<file path="config.mk">
export PLATFORM = sky130hd
export DESIGN_NAME = wash_phase_timer_flat
export DESIGN_NICKNAME = d
export VERILOG_FILES = /design/src/rtl/wash_phase_timer_pkg.sv /design/src/rtl/wash_phase_timer_if.sv /design/src/rtl/wash_phase_timer_phase_counter.sv /design/src/rtl/wash_phase_timer.sv /design/src/flat_wrapper.sv
export SDC_FILE = /design/constraint.sdc
export NUM_CORES = 1
export LEC_CHECK = 0
export CAP_MARGIN = 5
export CELL_PAD_IN_SITES_DETAIL_PLACEMENT = 1
export CELL_PAD_IN_SITES_GLOBAL_PLACEMENT = 1
export CORE_MARGIN = 1
export CORE_UTILIZATION = 25
export CTS_CLUSTER_DIAMETER = 50
export CTS_CLUSTER_SIZE = 14
export DETAILED_ROUTE_END_ITERATION = 16
export PLACE_DENSITY_LB_ADDON = 0.1
export SYNTH_ARGS = -nofsm -noshare
export SYNTH_HDL_FRONTEND = slang
export SYNTH_SLANG_ARGS = --single-unit
</file>
<file path="constraint.sdc">
create_clock -name clk -period 7.4 [get_ports clk]
set_input_delay 1.11 -clock clk [delete_from_list [all_inputs] [get_ports clk]]
set_output_delay 1.11 -clock clk [all_outputs]
set_load 0.1 [all_outputs]
</file>
<file path="src/rtl/wash_phase_timer_pkg.sv">
// Shared definitions for the washer phase timer: FSM state codes, default
// phase lengths and a helper for detecting conflicting actuator commands.
package wash_phase_timer_pkg;

    typedef logic [2:0] phase_state_t;

    localparam phase_state_t ST_IDLE     = 3'd0;
    localparam phase_state_t ST_FILL     = 3'd1;
    localparam phase_state_t ST_AGITATE  = 3'd2;
    localparam phase_state_t ST_DRAIN    = 3'd3;
    localparam phase_state_t ST_SPIN     = 3'd4;
    localparam phase_state_t ST_WAIT_OFF = 3'd5;

    localparam int DEF_FILL_CYCLES  = 20;
    localparam int DEF_WASH_CYCLES  = 50;
    localparam int DEF_RINSE_CYCLES = 30;
    localparam int DEF_DRAIN_CYCLES = 15;
    localparam int DEF_SPIN_CYCLES  = 40;
    localparam int DEF_CNT_W        = 16;

    // True when two or more of the three actuator commands are asserted.
    function automatic logic multi_cmd(input logic a, input logic b, input logic c);
        return (a & b) | (a & c) | (b & c);
    endfunction

endpackage

</file>
<file path="src/rtl/wash_phase_timer_if.sv">
// Controller <-> phase timer bundle: actuator commands in one direction,
// completion pulses and the sticky fault flag in the other.
interface wash_phase_timer_if;
    logic fill_value_on;
    logic motor_on;
    logic drain_value_on;
    logic water_wash;
    logic filled;
    logic cycle_timeout;
    logic drained;
    logic spin_timeout;
    logic fault;

    modport master (
        output fill_value_on, motor_on, drain_value_on, water_wash,
        input  filled, cycle_timeout, drained, spin_timeout, fault
    );

    modport slave (
        input  fill_value_on, motor_on, drain_value_on, water_wash,
        output filled, cycle_timeout, drained, spin_timeout, fault
    );
endinterface

</file>
<file path="src/rtl/wash_phase_timer_phase_counter.sv">
// Shared phase counter: clears on request, counts while enabled and holds
// once it reaches limit-1 so it can never wrap.
module phase_counter #(
    parameter int CNT_W = 16
) (
    input  logic             clk,
    input  logic             reset,
    input  logic             clear_i,
    input  logic             enable_i,
    input  logic [CNT_W-1:0] limit_i,
    output logic             tc_o
);

    logic [CNT_W-1:0] cnt_q;
    logic [CNT_W-1:0] cnt_d;

    assign tc_o = (cnt_q == (limit_i - CNT_W'(1)));

    always_comb begin
        cnt_d = cnt_q;
        if (clear_i) begin
            cnt_d = '0;
        end else if (enable_i && !tc_o) begin
            cnt_d = cnt_q + CNT_W'(1);
        end
    end

    always_ff @(posedge clk) begin
        if (reset) begin
            cnt_q <= '0;
        end else begin
            cnt_q <= cnt_d;
        end
    end

endmodule

</file>
<file path="src/rtl/wash_phase_timer.sv">
// Washer phase timer: times fill, agitate, drain and spin phases against the
// controller's actuator commands and emits one-cycle completion pulses.
module wash_phase_timer
    import wash_phase_timer_pkg::*;
#(
    parameter int FILL_CYCLES  = DEF_FILL_CYCLES,
    parameter int WASH_CYCLES  = DEF_WASH_CYCLES,
    parameter int RINSE_CYCLES = DEF_RINSE_CYCLES,
    parameter int DRAIN_CYCLES = DEF_DRAIN_CYCLES,
    parameter int SPIN_CYCLES  = DEF_SPIN_CYCLES,
    parameter int CNT_W        = DEF_CNT_W
) (
    input  logic               clk,
    input  logic               reset,
    wash_phase_timer_if.slave  bus
);

    phase_state_t     state_q, state_d;
    logic [CNT_W-1:0] limit_q, limit_d;
    logic             cnt_clr, cnt_en, tc;
    logic             filled_q, filled_d;
    logic             cycle_timeout_q, cycle_timeout_d;
    logic             drained_q, drained_d;
    logic             spin_timeout_q, spin_timeout_d;
    logic             fault_q, fault_d;

    phase_counter #(
        .CNT_W (CNT_W)
    ) u_counter (
        .clk      (clk),
        .reset    (reset),
        .clear_i  (cnt_clr),
        .enable_i (cnt_en),
        .limit_i  (limit_q),
        .tc_o     (tc)
    );

    always_comb begin
        state_d         = state_q;
        limit_d         = limit_q;
        cnt_clr         = 1'b0;
        cnt_en          = 1'b0;
        filled_d        = 1'b0;
        cycle_timeout_d = 1'b0;
        drained_d       = 1'b0;
        spin_timeout_d  = 1'b0;
        fault_d         = fault_q | multi_cmd(bus.fill_value_on, bus.motor_on, bus.drain_value_on);

        case (state_q)
            ST_IDLE: begin
                cnt_clr = 1'b1;
                if (bus.drain_value_on) begin
                    state_d = ST_DRAIN;
                    limit_d = CNT_W'(DRAIN_CYCLES);
                end else if (bus.motor_on) begin
                    // Wash/rinse choice is frozen here; later water_wash changes are ignored.
                    state_d = ST_AGITATE;
                    limit_d = bus.water_wash ? CNT_W'(RINSE_CYCLES) : CNT_W'(WASH_CYCLES);
                end else if (bus.fill_value_on) begin
                    state_d = ST_FILL;
                    limit_d = CNT_W'(FILL_CYCLES);
                end
            end

            ST_FILL: begin
                if (!bus.fill_value_on) begin
                    state_d = ST_IDLE;
                    cnt_clr = 1'b1;
                end else if (tc) begin
                    state_d  = ST_WAIT_OFF;
                    cnt_clr  = 1'b1;
                    filled_d = 1'b1;
                end else begin
                    cnt_en = 1'b1;
                end
            end

            ST_AGITATE: begin
                if (!bus.motor_on) begin
                    state_d = ST_IDLE;
                    cnt_clr = 1'b1;
                end else if (tc) begin
                    state_d         = ST_WAIT_OFF;
                    cnt_clr         = 1'b1;
                    cycle_timeout_d = 1'b1;
                end else begin
                    cnt_en = 1'b1;
                end
            end

            ST_DRAIN: begin
                if (!bus.drain_value_on) begin
                    state_d = ST_IDLE;
                    cnt_clr = 1'b1;
                end else if (tc) begin
                    cnt_clr   = 1'b1;
                    drained_d = 1'b1;
                    // Final rinse drain rolls straight into spin on the same drain command.
                    if (bus.water_wash) begin
                        state_d = ST_SPIN;
                        limit_d = CNT_W'(SPIN_CYCLES);
                    end else begin
                        state_d = ST_WAIT_OFF;
                    end
                end else begin
                    cnt_en = 1'b1;
                end
            end

            ST_SPIN: begin
                if (!bus.drain_value_on) begin
                    state_d = ST_IDLE;
                    cnt_clr = 1'b1;
                end else if (tc) begin
                    state_d        = ST_WAIT_OFF;
                    cnt_clr        = 1'b1;
                    spin_timeout_d = 1'b1;
                end else begin
                    cnt_en = 1'b1;
                end
            end

            ST_WAIT_OFF: begin
                cnt_clr = 1'b1;
                if (!bus.fill_value_on && !bus.motor_on && !bus.drain_value_on) begin
                    state_d = ST_IDLE;
                end
            end

            default: begin
                state_d = ST_IDLE;
                cnt_clr = 1'b1;
            end
        endcase
    end

    always_ff @(posedge clk) begin
        if (reset) begin
            state_q         <= ST_IDLE;
            limit_q         <= '0;
            filled_q        <= 1'b0;
            cycle_timeout_q <= 1'b0;
            drained_q       <= 1'b0;
            spin_timeout_q  <= 1'b0;
            fault_q         <= 1'b0;
        end else begin
            state_q         <= state_d;
            limit_q         <= limit_d;
            filled_q        <= filled_d;
            cycle_timeout_q <= cycle_timeout_d;
            drained_q       <= drained_d;
            spin_timeout_q  <= spin_timeout_d;
            fault_q         <= fault_d;
        end
    end

    assign bus.filled        = filled_q;
    assign bus.cycle_timeout = cycle_timeout_q;
    assign bus.drained       = drained_q;
    assign bus.spin_timeout  = spin_timeout_q;
    assign bus.fault         = fault_q;

endmodule

</file>
<file path="src/flat_wrapper.sv">
// flat-port wrapper written by rule: the top's interface ports become plain ports
module wash_phase_timer_flat import wash_phase_timer_pkg::*;
#(
    parameter int FILL_CYCLES  = DEF_FILL_CYCLES,
    parameter int WASH_CYCLES  = DEF_WASH_CYCLES,
    parameter int RINSE_CYCLES = DEF_RINSE_CYCLES,
    parameter int DRAIN_CYCLES = DEF_DRAIN_CYCLES,
    parameter int SPIN_CYCLES  = DEF_SPIN_CYCLES,
    parameter int CNT_W        = DEF_CNT_W
)
  (clk, reset, bus_fill_value_on, bus_motor_on, bus_drain_value_on, bus_water_wash, bus_filled, bus_cycle_timeout, bus_drained, bus_spin_timeout, bus_fault);
  wash_phase_timer_if bus_i ();
  input  logic clk;
  input  logic reset;
  input wire logic [$bits(bus_i.fill_value_on)-1:0] bus_fill_value_on;
  input wire logic [$bits(bus_i.motor_on)-1:0] bus_motor_on;
  input wire logic [$bits(bus_i.drain_value_on)-1:0] bus_drain_value_on;
  input wire logic [$bits(bus_i.water_wash)-1:0] bus_water_wash;
  output wire logic [$bits(bus_i.filled)-1:0] bus_filled;
  output wire logic [$bits(bus_i.cycle_timeout)-1:0] bus_cycle_timeout;
  output wire logic [$bits(bus_i.drained)-1:0] bus_drained;
  output wire logic [$bits(bus_i.spin_timeout)-1:0] bus_spin_timeout;
  output wire logic [$bits(bus_i.fault)-1:0] bus_fault;
  assign bus_i.fill_value_on = bus_fill_value_on;
  assign bus_i.motor_on = bus_motor_on;
  assign bus_i.drain_value_on = bus_drain_value_on;
  assign bus_i.water_wash = bus_water_wash;
  assign bus_filled = bus_i.filled;
  assign bus_cycle_timeout = bus_i.cycle_timeout;
  assign bus_drained = bus_i.drained;
  assign bus_spin_timeout = bus_i.spin_timeout;
  assign bus_fault = bus_i.fault;
  wash_phase_timer #(.FILL_CYCLES(FILL_CYCLES), .WASH_CYCLES(WASH_CYCLES), .RINSE_CYCLES(RINSE_CYCLES), .DRAIN_CYCLES(DRAIN_CYCLES), .SPIN_CYCLES(SPIN_CYCLES), .CNT_W(CNT_W)) u_core (.clk(clk), .reset(reset), .bus(bus_i));
endmodule
</file>
== Yosys cells after proc, flatten, opt, wreduce, memory -nomap -nowiden ==
Cells that the tools add are included.
Storage, ports and cells
  bits in registers: 40
  logic and storage cells: 82
Operators by class
  add/sub/neg operators: 2
  equality and inequality tests: 12
  muxes and demuxes: 31
  bitwise operators: 12
  reduce and logical (&&, ||, !) cells: 17
Operator list (count)
  2-to-1 mux 16 bit: 6
  one-hot mux 16 bit (2 select lines): 1
  2-to-1 mux 3 bit: 10
  one-hot mux 3 bit (6 select lines): 1
  adder 16 x 1 -> 16 bit, second input constant: 1
  equality test 16 bit: 1
  subtractor 16 x 1 -> 16 bit, second input constant: 1
  2-to-1 mux 1 bit: 10
  OR reduction 2 bit: 4
  equality test 3 x 2 -> 1 bit, second input constant: 2
  equality test 3 bit, second input constant: 2
  2-to-1 mux 6 bit: 1
  inequality test 2 bit, second input constant: 3
  inverter 1 bit: 6
  one-hot mux 1 bit (3 select lines): 2
  OR reduction 3 bit: 2
  AND reduction 5 bit: 1
  logical NOT 1 bit: 4
  inequality test 4 bit, second input constant: 1
  AND 1 bit: 3
  equality test 3 x 1 -> 1 bit, second input constant: 1
  logical AND 1 bit: 3
  logical NOT 3 bit: 1
  inequality test 3 bit, second input constant: 1
  4 further kinds: 6

== Depth between registers and ports, before layout ==
  depth after elaboration: 6
  mapped depth: 10

== Cells and area by module ==
Synthesis repeated with hierarchy kept, for this count alone.
Second synthesis, totals
  cells, all modules: 274
  area total of the unflattened synthesis: 2283.4 µm²
Modules (own cells, without submodules)
  phase_counter: times used 1, cells each 174, area each 1446.4 µm², sequential area each 320.3 µm²
  wash_phase_timer: times used 1, cells each 100, area each 837.1 µm², sequential area each 280.3 µm²

== Worst setup path after synthesis ==
OpenSTA, ideal clock, no wires.
  kind: in2reg
  start: in bus_motor_on
  end: reg u_core.u_counter.cnt_q[14]
  setup time: 0.074 ns
  arrival time: 2.438 ns
  slack: 4.888 ns
  stages on the path: 6
  buffers on the path: 1
  cells stage by stage: clkbuf_1 -> nand3b_1 -> o21ai_0 -> a21boi_0 -> or4b_2 -> o21ai_0
On the way
  cells in the longest elaborated chain, start to end: 3
  elaborated cells on any way between the ends: 6
RTL lines
  start: declaration: RTL line flat_wrapper.sv:16  | input wire logic [$bits(bus_i.motor_on)-1:0] bus_motor_on;
  2-to-1 mux 1 bit: RTL line wash_phase_timer.sv:79  | if (!bus.motor_on) begin
  one-hot mux 1 bit (3 select lines): RTL line wash_phase_timer.sv:49  | case (state_q)
  OR reduction 2 bit (no line) / logical AND 1 bit (equally long branches)
  end signal: assignment: RTL line wash_phase_timer_phase_counter.sv:32  | cnt_q <= cnt_d;
  end: declaration: RTL line wash_phase_timer_phase_counter.sv:14  | logic [CNT_W-1:0] cnt_q;
Parallel ways exist; a longest one is shown, timed or not.
A chain may end at the register's enable or synchronous reset.

== Worst setup path in the final report ==
  start: in bus_drain_value_on
  end: reg u_core.limit_q[3]
On the way
  cells in the longest elaborated chain, start to end: 2
  elaborated cells on any way between the ends: 5
RTL lines
  start: declaration: RTL line flat_wrapper.sv:17  | input wire logic [$bits(bus_i.drain_value_on)-1:0] bus_drain_value_on;
  inequality test 4 bit (no line) (tied with other cells)
  AND reduction 5 bit (no line) / one-hot mux 16 bit (2 select lines) (equally long branches)
  end signal: assignment: RTL line wash_phase_timer.sv:148  | limit_q <= limit_d;
  end: declaration: RTL line wash_phase_timer.sv:19  | logic [CNT_W-1:0] limit_q, limit_d;
Parallel ways exist; a longest one is shown, timed or not.

==> flow_summary.yaml <==
run_status:
  run_status: "completed"
sta:
  final.min_clock_period_ns: 3.20
  final_hold_violations: 0
  max_slew_margin_pct: 34.9
  timing.clock.skew_ns: 0.00412
  timing_worst_slew_pin_value_ns: 0.973
  timing.fmax_ghz: 0.313
  min_period_over_period_pct: 43.2
  final-max-slew-violation-count: 0
  setup_total_negative_slack_ns: 0
  setup_violators_final: 0
  grt_setup_unrepaired: "false"
  post-route-worst-setup-slack_ns: 4.20
setup_path:
  critical_path.max_stage_delay_ns: 0.75
  crit_path_max_fanout: 14
  worst_r2r_startpoint: "u_core.limit_q[0]"
  crit_family: "buffers and inverters"
  critical_path_required_ns: 7.54
  critical_path.cell_chain: "clkdlybuf4s50_1, nor3_1, or4_1, a2111oi_0, a211oi_1"
  timing_worst_setup_path_type: "in2reg"
  cp_num_cells: 5
  crit-reg2reg-capture: "u_core.state_q[0]"
  r2r.worst_path.cells: 9
  critical_path_arrival_ns: 3.33
  setup.worst_path.end_class: "flop"
  cpMaxStageDelayCell: "sky130_fd_sc_hd__clkdlybuf4s50_1"
  setup.reg_to_reg.worst_slack_ns: 4.36
  timing.critical_path.buf_inv: 1
  critPathLaunchType: "input pin"
synthesis:
  synth_seq_area_share_pct: 36.7
  synth_seq_cells: 30
  ys_warn_count: 0
  syn-instance-count: 198
  post-synth-top-count-cell: "sky130_fd_sc_hd__dfxtp_1"
  postSynth.topFlopCell: "sky130_fd_sc_hd__dfxtp_1"
  ys_types: 49
  yosys.area.top_type_share_pct: 36.7
  async_s_r_ff_share_synth_pct: 0
  synth.largest_area_cell: "sky130_fd_sc_hd__dfxtp_1"
  syn_area_per_cell_um2: 8.26
  synth_enable_flop_cells: 0
  netlist_top_cells_count: "sky130_fd_sc_hd__dfxtp_1 (30), sky130_fd_sc_hd__nor2_1 (25), sky130_fd_sc_hd__nand3_1 (11), sky130_fd_sc_hd__xor2_1 (11), sky130_fd_sc_hd__nand2_1 (10)"
  synth_nets: 207
  post_synth_instance_area_um2: 1640
  yosys-top-cells-area: "sky130_fd_sc_hd__dfxtp_1 (37%), sky130_fd_sc_hd__xor2_1 (5.9%), sky130_fd_sc_hd__nor2_1 (5.7%)"
routing:
  detail_route.drc_violations: 0
  route.layer.met1.wl_um: 2090
  wl_met3_um: 107
  drt_first_pass_iters: 4
  wl_per_cell_um: 15.8
  routed-via-count: 1491
  route.met2.wl_um: 2150
  drt-total-wl_um: 4480
  routed.top_layer: "met4"
  vias_per_cell: 5.27
  drtIter0Drc: 68
  drtAntennaViolNets: 0
clock_tree:
  clock_tree.htree_level_count: 2
  worst_setup_hold_path_clk_slew_ns: 0.06
  cts_repair_resize_count: 0
  numClockSinks: 30
  cts.path.max_buffers: 2
  clk_latency_ns: 0.28
  cts-hold-fix-buffers: 0
  tritoncts.num_buffers: 5
  cts_post_setup_buffers_inserted: 0
  tritoncts: "done"
  cts_root_buffer: "sky130_fd_sc_hd__clkbuf_8"
power:
  peakVddDrop_v: 0.0000767
  design_power_total_w: 0.000427
  power-per-cell-area_nw_per_um2: 227
  total_leakage_power_nw: 0.656
cells_and_area:
  final_layout_size_suffix_gt1_share_pct: 7.28
  nFillCells: 748
  diodes: 0
  area_growth_pct: 15.1
  finish.net_count: 214
global_route:
  largest_net_degree_at_the_start_of_global_routing: 17
  number_of_global_route_vias_before_repair: 1669
  grt_antenna_before_repair: 0
  grt_first_pass_wirelength_um: 7890
  global_route.overflow_total: 0
  grt_use_total_pct: 14.1
worst_hold_path:
  hp-class: "reg2reg"
  beginning_of_the_worst_hold_path: "u_core.u_counter.cnt_q[0]"
  min_to: "u_core.u_counter.cnt_q[0]"
  timing.hold.worst_path_depth: 1
place:
  pre_cts_slack_ns: 3.99
  io_buffers: 10
  dp.final_hpwl_um: 3340
  place.gp.congestion: 0.826
floorplan:
  fp.coreArea_um2: 6350
  design.portCount: 11
  horiz_die_dim_um: 82.9
  core.rowCount: 29
  die_y_um: 82.9
  initial_core_util_pct: 25.8
  dieArea_um2: 6870
run:
  max-cap-violations: 0
[per-layer routing]
| layer | up-vias | global-route usage (%) |
|---|---|---|
| met5 | - | 0 |
| met4 | 0 | 6.11 |
| met3 | 13 | 3.28 |
| met2 | 22 | 24.6 |
| met1 | 729 | 16.5 |
| li1 | 727 | - |
[worst reg2reg max path: cells and delay by family, from the launching register on]
family	cells	cell delay (ns)
AND/OR/NAND/NOR	4	0.90
AO/OA/AOI/OAI	3	1.28
XOR/XNOR	1	0.13
flip-flops	1	0.38
adder cells (fa/ha/maj)	1	0.25
[cell families after synthesis]
| family | share of synthesized area [%] |
|---|---|
| buf+inv | 4.51 |
| compound gates | 16.3 |
| xor+xnor | 10.2 |
| flops | 36.7 |
| fa+ha+maj | 2.91 |
| mux | 0.612 |
| simple gates | 28.8 |
[placed cells by master (no fill, tap or decap), types with 3 or more instances in the layout]
| cell type | instances |
|---|---|
| sky130_fd_sc_hd__nand4_1 | 5 |
| sky130_fd_sc_hd__clkdlybuf4s50_1 | 10 |
| sky130_fd_sc_hd__o21ai_0 | 5 |
| sky130_fd_sc_hd__nand3_1 | 11 |
| sky130_fd_sc_hd__nand2_1 | 10 |
| sky130_fd_sc_hd__xor2_1 | 11 |
| sky130_fd_sc_hd__a31o_2 | 4 |
| sky130_fd_sc_hd__a21oi_1 | 7 |
| sky130_fd_sc_hd__clkbuf_8 | 6 |
| sky130_fd_sc_hd__nand2b_1 | 5 |
| sky130_fd_sc_hd__and3_1 | 4 |
| sky130_fd_sc_hd__dfxtp_1 | 30 |
| sky130_fd_sc_hd__a2111oi_0 | 3 |
| sky130_fd_sc_hd__nor3_1 | 8 |
| sky130_fd_sc_hd__xnor2_1 | 8 |
| sky130_fd_sc_hd__ha_1 | 3 |
| sky130_fd_sc_hd__nor4_1 | 6 |
| sky130_fd_sc_hd__inv_1 | 9 |
| sky130_fd_sc_hd__nor2_1 | 25 |
[metrics by stage]
stage / cell area [um2] / utilization [%] / cells / hold WS (ns)
2_1_floorplan: 1640 / - / 198 / 0.450
3_3_place_gp: 1790 / 28.2 / 275 / 0.476
3_5_place_dp: 1790 / 28.2 / 275 / 0.484
4_1_cts: 1880 / 29.7 / 283 / 0.499
5_1_grt: 1880 / 29.7 / 283 / 0.537
6_report: 1880 / 29.7 / 283 / 0.492
[cell type report]
class	count	area [um2]	share of cell area [%]
clock buffer	7	86.3	4.58
clock inverter	1	5.00	0.266
inverter	9	33.8	1.79
multi-input combinational	149	961	51.0
sequential	30	601	31.9
tap	77	96.3	5.12
timing repair buffer	10	100	5.32
[how the worst max path moves through the flow]
stage / startpoint / end / slack (ns)
3_5_place_dp: bus_drain_value_on / u_core.limit_q[3] / 3.99
5_1_grt: bus_drain_value_on / u_core.u_counter.cnt_q[12] / 4.10
4_1_cts: bus_drain_value_on / u_core.limit_q[3] / 4.28
6_report: bus_drain_value_on / u_core.limit_q[3] / 4.20
2_1_floorplan: bus_motor_on / u_core.u_counter.cnt_q[14] / 4.89
3_3_place_gp: bus_drain_value_on / u_core.limit_q[3] / 3.99
[flip-flops by register name (all words and copies together), names as in the netlist]
signal                    count
u_core.u_counter.cnt_q       16
u_core.limit_q                6
u_core.state_q                3
u_core.bus.cycle_timeout      1
u_core.bus.drained            1
u_core.bus.fault              1
u_core.bus.filled             1
u_core.bus.spin_timeout       1
[where the power goes]
part           switching, W  internal (W)
combinational     0.0000593     0.0000427
sequential        0.0000161      0.000171
clock             0.0000630     0.0000749
total              0.000138      0.000289
Note: power is estimated with default switching activity, not from simulation.
